<file path="config.mk">
export PLATFORM = sky130hd
export DESIGN_NAME = regfile_wb_arbiter
export DESIGN_NICKNAME = d
export VERILOG_FILES = /design/src/rtl/regfile_pkg.sv /design/src/rtl/sat_counter.sv /design/src/rtl/regfile_wb_arbiter.sv
export SDC_FILE = /design/constraint.sdc
export NUM_CORES = 1
export LEC_CHECK = 0
export BUFFER_PORTS_ARGS = -buffer_cell sky130_fd_sc_hd__buf_2
export CAP_MARGIN = 20
export CORE_MARGIN = 2
export CORE_UTILIZATION = 51
export DETAILED_ROUTE_END_ITERATION = 10
export GPL_TIMING_DRIVEN = 0
export PLACE_DENSITY_LB_ADDON = 0.3
export SYNTH_ARGS = -nofsm -noshare
export SYNTH_HDL_FRONTEND = slang
export SYNTH_SLANG_ARGS = --single-unit
</file>
<file path="constraint.sdc">
create_clock -name clk_i -period 2.4 [get_ports clk_i]
set_input_delay 0.36 -clock clk_i [delete_from_list [all_inputs] [get_ports clk_i]]
set_output_delay 0.36 -clock clk_i [all_outputs]
set_load 0.02 [all_outputs]
</file>
<file path="src/rtl/regfile_pkg.sv">
// regfile_pkg: shared types and default sizes for the register-file
// writeback path.
//   DEF_REG_COUNT / DEF_DATA_WIDTH / DEF_ADDR_WIDTH : default geometry
//   reg_addr_t : architectural register index
//   wb_req_t   : one writeback request {valid, addr, data}
//   wb_src_e   : which source won the write port in a given cycle
package regfile_pkg;

  localparam int DEF_REG_COUNT  = 32;
  localparam int DEF_DATA_WIDTH = 32;
  localparam int DEF_ADDR_WIDTH = $clog2(DEF_REG_COUNT);

  typedef logic [DEF_ADDR_WIDTH-1:0] reg_addr_t;

  typedef struct packed {
    logic                      valid;
    reg_addr_t                 addr;
    logic [DEF_DATA_WIDTH-1:0] data;
  } wb_req_t;

  typedef enum logic [1:0] {
    SRC_NONE,
    SRC_ALU,
    SRC_MEM
  } wb_src_e;

endpackage

</file>
<file path="src/rtl/sat_counter.sv">
// sat_counter: up-counter that sticks at MAX and has a synchronous clear.
//   clk, rst_n : clock and asynchronous active-low reset
//   inc_i      : count up by one this cycle (ignored once at MAX)
//   clr_i      : return to zero this cycle (wins over inc_i)
//   cnt_o      : current count
module sat_counter #(
  parameter int               WIDTH = 8,
  parameter logic [WIDTH-1:0] MAX   = '1
) (
  input  logic             clk,
  input  logic             rst_n,
  input  logic             inc_i,
  input  logic             clr_i,
  output logic [WIDTH-1:0] cnt_o
);

  logic [WIDTH-1:0] cnt_q, cnt_d;

  // NOTE: every signal written in always_comb gets a default first, so no
  // path leaves it unassigned and no latch is inferred.
  always_comb begin
    cnt_d = cnt_q;
    if (clr_i) begin
      cnt_d = '0;
    end else if (inc_i && (cnt_q != MAX)) begin
      cnt_d = cnt_q + 1'b1;
    end
  end

  // NOTE: state flops use non-blocking assignment so all flops sample the
  // same pre-edge values regardless of block evaluation order.
  always_ff @(posedge clk or negedge rst_n) begin
    if (!rst_n) begin
      cnt_q <= '0;
    end else begin
      cnt_q <= cnt_d;
    end
  end

  assign cnt_o = cnt_q;

endmodule

</file>
<file path="src/rtl/regfile_wb_arbiter.sv">
// regfile_wb_arbiter: shares the single register-file write port between the
// ALU and load writeback pipes.
//   clk_i, rst_ni                      : clock, async active-low reset
//   alu_valid_i/alu_ready_o/addr/data  : ALU writeback handshake
//   mem_valid_i/mem_ready_o/addr/data  : load writeback handshake
//   rf_write_en_o/addr_o/data_o        : registered write, one cycle after
//                                        the winning handshake
//   conflict_cnt_o                     : saturating count of cycles with both
//                                        requests valid
// MEM normally wins a tie; after MAX_WAIT consecutive ALU losses the ALU is
// forced through so it cannot starve behind a stream of loads.
module regfile_wb_arbiter
  import regfile_pkg::*;
#(
  parameter int REG_COUNT    = DEF_REG_COUNT,
  parameter int DATA_WIDTH   = DEF_DATA_WIDTH,
  parameter int ZERO_PROTECT = 1,
  parameter int MAX_WAIT     = 4,
  parameter int CNT_WIDTH    = 16,
  localparam int AW          = $clog2(REG_COUNT)
) (
  input  logic                  clk_i,
  input  logic                  rst_ni,
  input  logic                  alu_valid_i,
  output logic                  alu_ready_o,
  input  logic [AW-1:0]         alu_addr_i,
  input  logic [DATA_WIDTH-1:0] alu_data_i,
  input  logic                  mem_valid_i,
  output logic                  mem_ready_o,
  input  logic [AW-1:0]         mem_addr_i,
  input  logic [DATA_WIDTH-1:0] mem_data_i,
  output logic                  rf_write_en_o,
  output logic [AW-1:0]         rf_write_addr_o,
  output logic [DATA_WIDTH-1:0] rf_write_data_o,
  output logic [CNT_WIDTH-1:0]  conflict_cnt_o
);

  logic [3:0]            wait_cnt;
  logic                  wait_at_max;
  wb_src_e               win_src;

  logic                  wr_en_q, wr_en_d;
  logic [AW-1:0]         wr_addr_q, wr_addr_d;
  logic [DATA_WIDTH-1:0] wr_data_q, wr_data_d;

  assign wait_at_max = (wait_cnt == 4'(MAX_WAIT));

  // Grant is a pure function of the valids and the starvation count, so the
  // readies never loop back through a requester's valid.
  always_comb begin
    win_src = SRC_NONE;
    if (alu_valid_i && (!mem_valid_i || wait_at_max)) begin
      win_src = SRC_ALU;
    end else if (mem_valid_i) begin
      win_src = SRC_MEM;
    end
  end

  assign alu_ready_o = (win_src == SRC_ALU);
  assign mem_ready_o = (win_src == SRC_MEM);

  // Counts consecutive ALU losses; any cycle the ALU is idle or wins restarts it.
  sat_counter #(
    .WIDTH (4),
    .MAX   (4'(MAX_WAIT))
  ) u_wait_cnt (
    .clk   (clk_i),
    .rst_n (rst_ni),
    .inc_i (alu_valid_i && !alu_ready_o),
    .clr_i (!alu_valid_i || alu_ready_o),
    .cnt_o (wait_cnt)
  );

  sat_counter #(
    .WIDTH (CNT_WIDTH)
  ) u_conflict_cnt (
    .clk   (clk_i),
    .rst_n (rst_ni),
    .inc_i (alu_valid_i && mem_valid_i),
    .clr_i (1'b0),
    .cnt_o (conflict_cnt_o)
  );

  // Payload loads on every handshake; a protected x0 write is accepted and
  // staged but never enabled, so the register file ignores it.
  always_comb begin
    wr_en_d   = 1'b0;
    wr_addr_d = wr_addr_q;
    wr_data_d = wr_data_q;
    case (win_src)
      SRC_ALU: begin
        wr_addr_d = alu_addr_i;
        wr_data_d = alu_data_i;
      end
      SRC_MEM: begin
        wr_addr_d = mem_addr_i;
        wr_data_d = mem_data_i;
      end
      default: ;
    endcase
    if (win_src != SRC_NONE) begin
      wr_en_d = !((ZERO_PROTECT != 0) && (wr_addr_d == '0));
    end
  end

  always_ff @(posedge clk_i or negedge rst_ni) begin
    if (!rst_ni) begin
      wr_en_q   <= 1'b0;
      wr_addr_q <= '0;
      wr_data_q <= '0;
    end else begin
      wr_en_q   <= wr_en_d;
      wr_addr_q <= wr_addr_d;
      wr_data_q <= wr_data_d;
    end
  end

  assign rf_write_en_o   = wr_en_q;
  assign rf_write_addr_o = wr_addr_q;
  assign rf_write_data_o = wr_data_q;

endmodule

</file>
---- Word level (Yosys, flattened, before mapping) ----
Cells that the tools add are included.
storage, ports and cells
  logic and storage cells ................. 34
  bits of input ports ..................... 78
  memories kept ........................... 0
  ROM bits ................................ 0
  register bits after elaboration ......... 58
  bits in latches ......................... 0
  bits in writable memories ............... 0
operators by class
  reductions and logical operators ........ 15
  divide/modulo/power cells ............... 0
  equal/unequal tests ..................... 5
  order comparisons ....................... 0
  add/subtract/negate cells ............... 2
  bitwise logic cells ..................... 0
  mux-type cells .......................... 7
  multipliers ............................. 0
  shifts and indexed selects .............. 0
operators by type and width
  operator                                               count
  case mux 32 bit (2 select lines)                       1
  adder 16 x 1 -> 16 bit, second input constant          1
  inequality test 16 bit, second input constant          1
  case mux 5 bit (2 select lines)                        1
  two-way mux 4 bit                                      2
  nonzero test 2 bit                                     3
  logical AND 1 bit                                      5
  logical NOT 5 bit                                      1
  adder 4 x 1 -> 4 bit, second input constant            1
  == test 4 x 3 -> 1 bit, second input constant          1
  logical NOT 1 bit                                      4
  two-way mux 2 bit                                      2
  inequality test 4 x 3 -> 1 bit, second input constant  1
  == test 2 x 1 -> 1 bit, second input constant          1
  == test 2 bit, second input constant                   1
  logical OR 1 bit                                       2
  two-way mux 1 bit                                      1

---- Longest topological paths before layout ----
  depth after elaboration ................. 10
  mapped depth ............................ 8
  depth with buffers taken out ............ 7

---- Cells and area by module ----
Synthesis repeated with hierarchy kept, for this count alone.
unflattened totals
  cells, all modules ...................... 307
  area, all modules ....................... 3286.9 µm²
modules (own cells, without submodules)
  module                         times used  cells each  area an instance (µm²)
  regfile_wb_arbiter             1           185         2109.5
  sat_counter at u_conflict_cnt  1           98          942.2
  sat_counter at u_wait_cnt      1           24          235.2

---- Worst setup path before layout ----
Ideal clock, no wire load.
  kind .................................... reg-to-output
  from .................................... register u_wait_cnt.cnt_q[0], in the netlist u_wait_cnt.cnt_o[0]
  to ...................................... output port mem_ready_o
  path slack .............................. 0.284 ns
  arrival ................................. 1.756 ns
  cell stages (with the launch flop) ...... 9
  data required time ...................... 2.040 ns
  cell sequence ........................... dfrtp_1 > inv_1 > ha_1 > nand3b_1 > a21bo_2 > buf_6 > clkbuf_1 > inv_1 > nor2_1
on the way
  longest elaborated chain between the ends .. 5
ends and longest elaborated chain
  item                      line                      source
  start: declaration        sat_counter.sv:17         logic [WIDTH-1:0] cnt_q, cnt_d;
  start signal: assignment  sat_counter.sv:36         cnt_q <= cnt_d;
  == test 4 x 3 -> 1 bit    regfile_wb_arbiter.sv:46  assign wait_at_max = (wait_cnt == 4'(MAX_WAIT));
  logical OR 1 bit          regfile_wb_arbiter.sv:52  if (alu_valid_i && (!mem_valid_i || wait_at_max)) begin
  logical AND 1 bit         regfile_wb_arbiter.sv:52
  two-way mux 2 bit         regfile_wb_arbiter.sv:52
  == test 2 bit             regfile_wb_arbiter.sv:60  assign mem_ready_o = (win_src == SRC_MEM);
  end: declaration          regfile_wb_arbiter.sv:29  output logic mem_ready_o,
Every way passes these cells.

---- Final worst setup path ----
Ends and elaborated chain as after synthesis.

==> run_results.csv <==
group,metric,value,unit
logic_synthesis,synthTopCellsByArea,"dfrtp_1 49%, a211oi_1 8.2%, and2_1 7.9%, o22ai_1 6.8%, nor2_1 5.4%",
grt,grt_pass1_wl,13200,um
logic_synthesis,ys_seq_area_share,49.3,%
route,drtPass1Iterations,4,
logic_synthesis,yosysWarningCount,0,
final_layout,layout-area-overhead-vs-synth,33.2,%
die,die_y,79.9,um
route,avgViaCountPerCell,5.50,
route,drtAntennaViolNets,0,
placement,dpl_cell_area,3720,um^2
clocking,clockBufferDepth,2,
placement,io_buffers,133,
logic_synthesis,synth.most_common_cell,"dfrtp_1",
clocking,cts_tree,"built",
timing,whs,113,ps
route,num_vias,2838,
critical_path,crit_type,"reg -> out",
placement,hpwl,5930,um
logic_synthesis,synth_edf_count,0,
final_layout,multi_input_area,1390,um^2
final_layout,design_area,3920,um^2
outcome,status,"complete, no violations",
timing,worst_clock_skew,4.83,ps
critical_path,start_kind,"flip-flop",
logic_synthesis,netlist_instances,295,
logic_synthesis,syn_area,2940,um^2
clocking,cts_resized,0,
placement,dp_slack,235,ps
timing,hold_violations,0,
timing,fin_ws,238,ps
grt,antenna_found_initial,0,
die,fp.dieW,79.9,um
route,drc,0,
run,maxCapViolCount,0,
clocking,clock_latency,340,ps
timing,period_needed,2160,ps
timing,min_period_over_period,90.1,%
placement,gp_congestion,0.815,
route,first_iter_violations,163,
logic_synthesis,synth_common_cells,"58 x dfrtp_1, 42 x nor2_1, 37 x and2_1",
die,io_pins,134,
logic_synthesis,ys_async_sr_fraction,100,%
die,die_area,6390,um^2
pwr,leakage,1.90,nW
logic_synthesis,yosys.area.top_type_share,49.3,%
clocking,clockRootBuffer,"clkbuf_8",
route,wl_per_cell,15.6,um
die,num_rows,27,
logic_synthesis,netlist.top_cell.by_area,"dfrtp_1",
die,coreArea,5540,um^2
timing,rsz0062_at_grt,"no",
route,wl,8040,um
final_layout,n_fill_cell,456,
logic_synthesis,ys_ff_latch,58,
final_layout,regArea,1450,um^2
critical_path,worst_ep_required_time,2040,ps
final_layout,drive_above_1_share,37.6,%
pwr,max-vdd-ir-drop,0.485,mV
clocking,cts_made_buffers,9,
final_layout,antenna_cells,0,
timing,maxSlewHeadroom,45.8,%
critical_path,critPathArrivalTime,1800,ps
clocking,cts.clk_slew.worst_paths,70,ps
clocking,cts_setup_buffers,0,
grt,grt_pass1_vias,2800,
final_layout,num-nets-final,520,
grt,grt_overflow,0,
timing,fmax,0.463,GHz
pwr,pwr_density_cell,713,nW/um^2
timing,worstMarginPinSlew,813,ps
logic_synthesis,synth.avg_cell_area,9.97,um^2
logic_synthesis,synth_nets,376,
logic_synthesis,yosys.cell_types.count,33,
die,initial_core_util,53.1,%
logic_synthesis,synthFlopType,"dfrtp_1",
timing,finalSetupTns,0,ps
critical_path,path_max_fanout,19,
timing,finalMaxSlewViolations,0,
clocking,h-tree-depth,3,
clocking,clock-sinks,58,
clocking,hold_buffers,0,
timing,setup_viol,0,
grt,grt_max_degree,36,
critical_path,endpoint_kind,"output port",
min_path,hp-class,"in -> async",
grt,grtUsageTotal,26.8,%
==> final timing paths <==
check | from | to | slack (ps) | cells past startpoint
worst min register to register | u_wait_cnt.cnt_o[0] | u_wait_cnt.cnt_o[0] | 490 | 1
min in group clk_i | alu_data_i[9] | rf_write_data_o[9] | 270 | 3
max in group asynchronous | rst_ni | rf_write_addr_o[2] | 1690 | 2
worst max register to register | u_wait_cnt.cnt_o[0] | rf_write_data_o[31] | 480 | 8
worst min-delay path | rst_ni | u_conflict_cnt.cnt_o[9] | 110 | 1
worst max-delay path | u_wait_cnt.cnt_o[0] | mem_ready_o | 240 | 8
==> metrics by stage <==
| step | power (mW) | utilization (%) | cells |
|---|---|---|---|
| 4_1_cts | 2.81 | 70.7 | 516 |
| 6_report | 2.80 | 70.7 | 516 |
| 2_1_floorplan | 1.61 | - | 295 |
| 3_3_place_gp | 1.88 | 66.7 | 500 |
| 3_5_place_dp | 1.90 | 67.2 | 501 |
| 5_1_grt | 2.94 | 70.7 | 516 |
==> flip-flops by register name (all words and copies together), names as in the netlist <==
signal,flops
rf_write_data_o,32
rf_write_en_o,1
rf_write_addr_o,5
u_wait_cnt.cnt_o,4
u_conflict_cnt.cnt_o,16
==> critical path, stage by stage, from the launching register on <==
cell	delay, ps
dfrtp_1	410
inv_1	70
ha_1	140
nand3b_1	140
a21bo_2	270
buf_6	160
inv_1	80
nor2_1	40
buf_2	170
==> layout make-up <==
| type | instances | share of cell area, % |
|---|---|---|
| flip-flops and latches | 58 | 37.0 |
| multi-input cells | 212 | 35.4 |
| repair buffers | 134 | 17.7 |
| clock buffers | 14 | 4.15 |
| well taps | 72 | 2.30 |
| plain buffers | 18 | 1.95 |
| clock inverters | 2 | 0.894 |
| inverters | 6 | 0.575 |
==> per-layer routing <==
metal	global-route usage [%]	routed length, um	up-vias
li1	-	-	1364
met1	34.5	3460	1331
met2	43.8	3860	129
met3	7.01	595	14
met4	9.32	129	0
met5	0	0	-
==> layout by cell type, fill, tap and decap left out, types with 4 or more instances in the layout <==
master / instances
a211oi_1: 32
buf_2: 134
nand3_1: 7
xnor2_1: 8
clkbuf_1: 16
dfrtp_1: 58
xor2_1: 8
clkbuf_8: 11
nand2_1: 9
nor3_2: 4
o22ai_1: 32
and2_1: 37
o221a_2: 5
a211o_1: 5
nand4_1: 4
inv_1: 6
nor2_1: 42
==> kinds of logic (layout without fill, tap and decap cells) <==
| group | Yosys count | after routing | share of synthesized area [%] |
|---|---|---|---|
| flops | 58 | 58 | 49.3 |
| xor+xnor | 16 | 16 | 4.76 |
| buf+inv | 25 | 174 | 3.49 |
| compound gates | 80 | 80 | 20.1 |
| fa+ha+maj | 3 | 3 | 1.28 |
| simple gates | 113 | 113 | 21.0 |
==> where the power goes <==
group / switching [mW] / internal, mW / total, mW
clock: 0.371 / 0.536 / 0.907
sequential: 0.114 / 1.10 / 1.21
combinational: 0.411 / 0.265 / 0.676
Note: power is estimated with default switching activity, not from simulation.
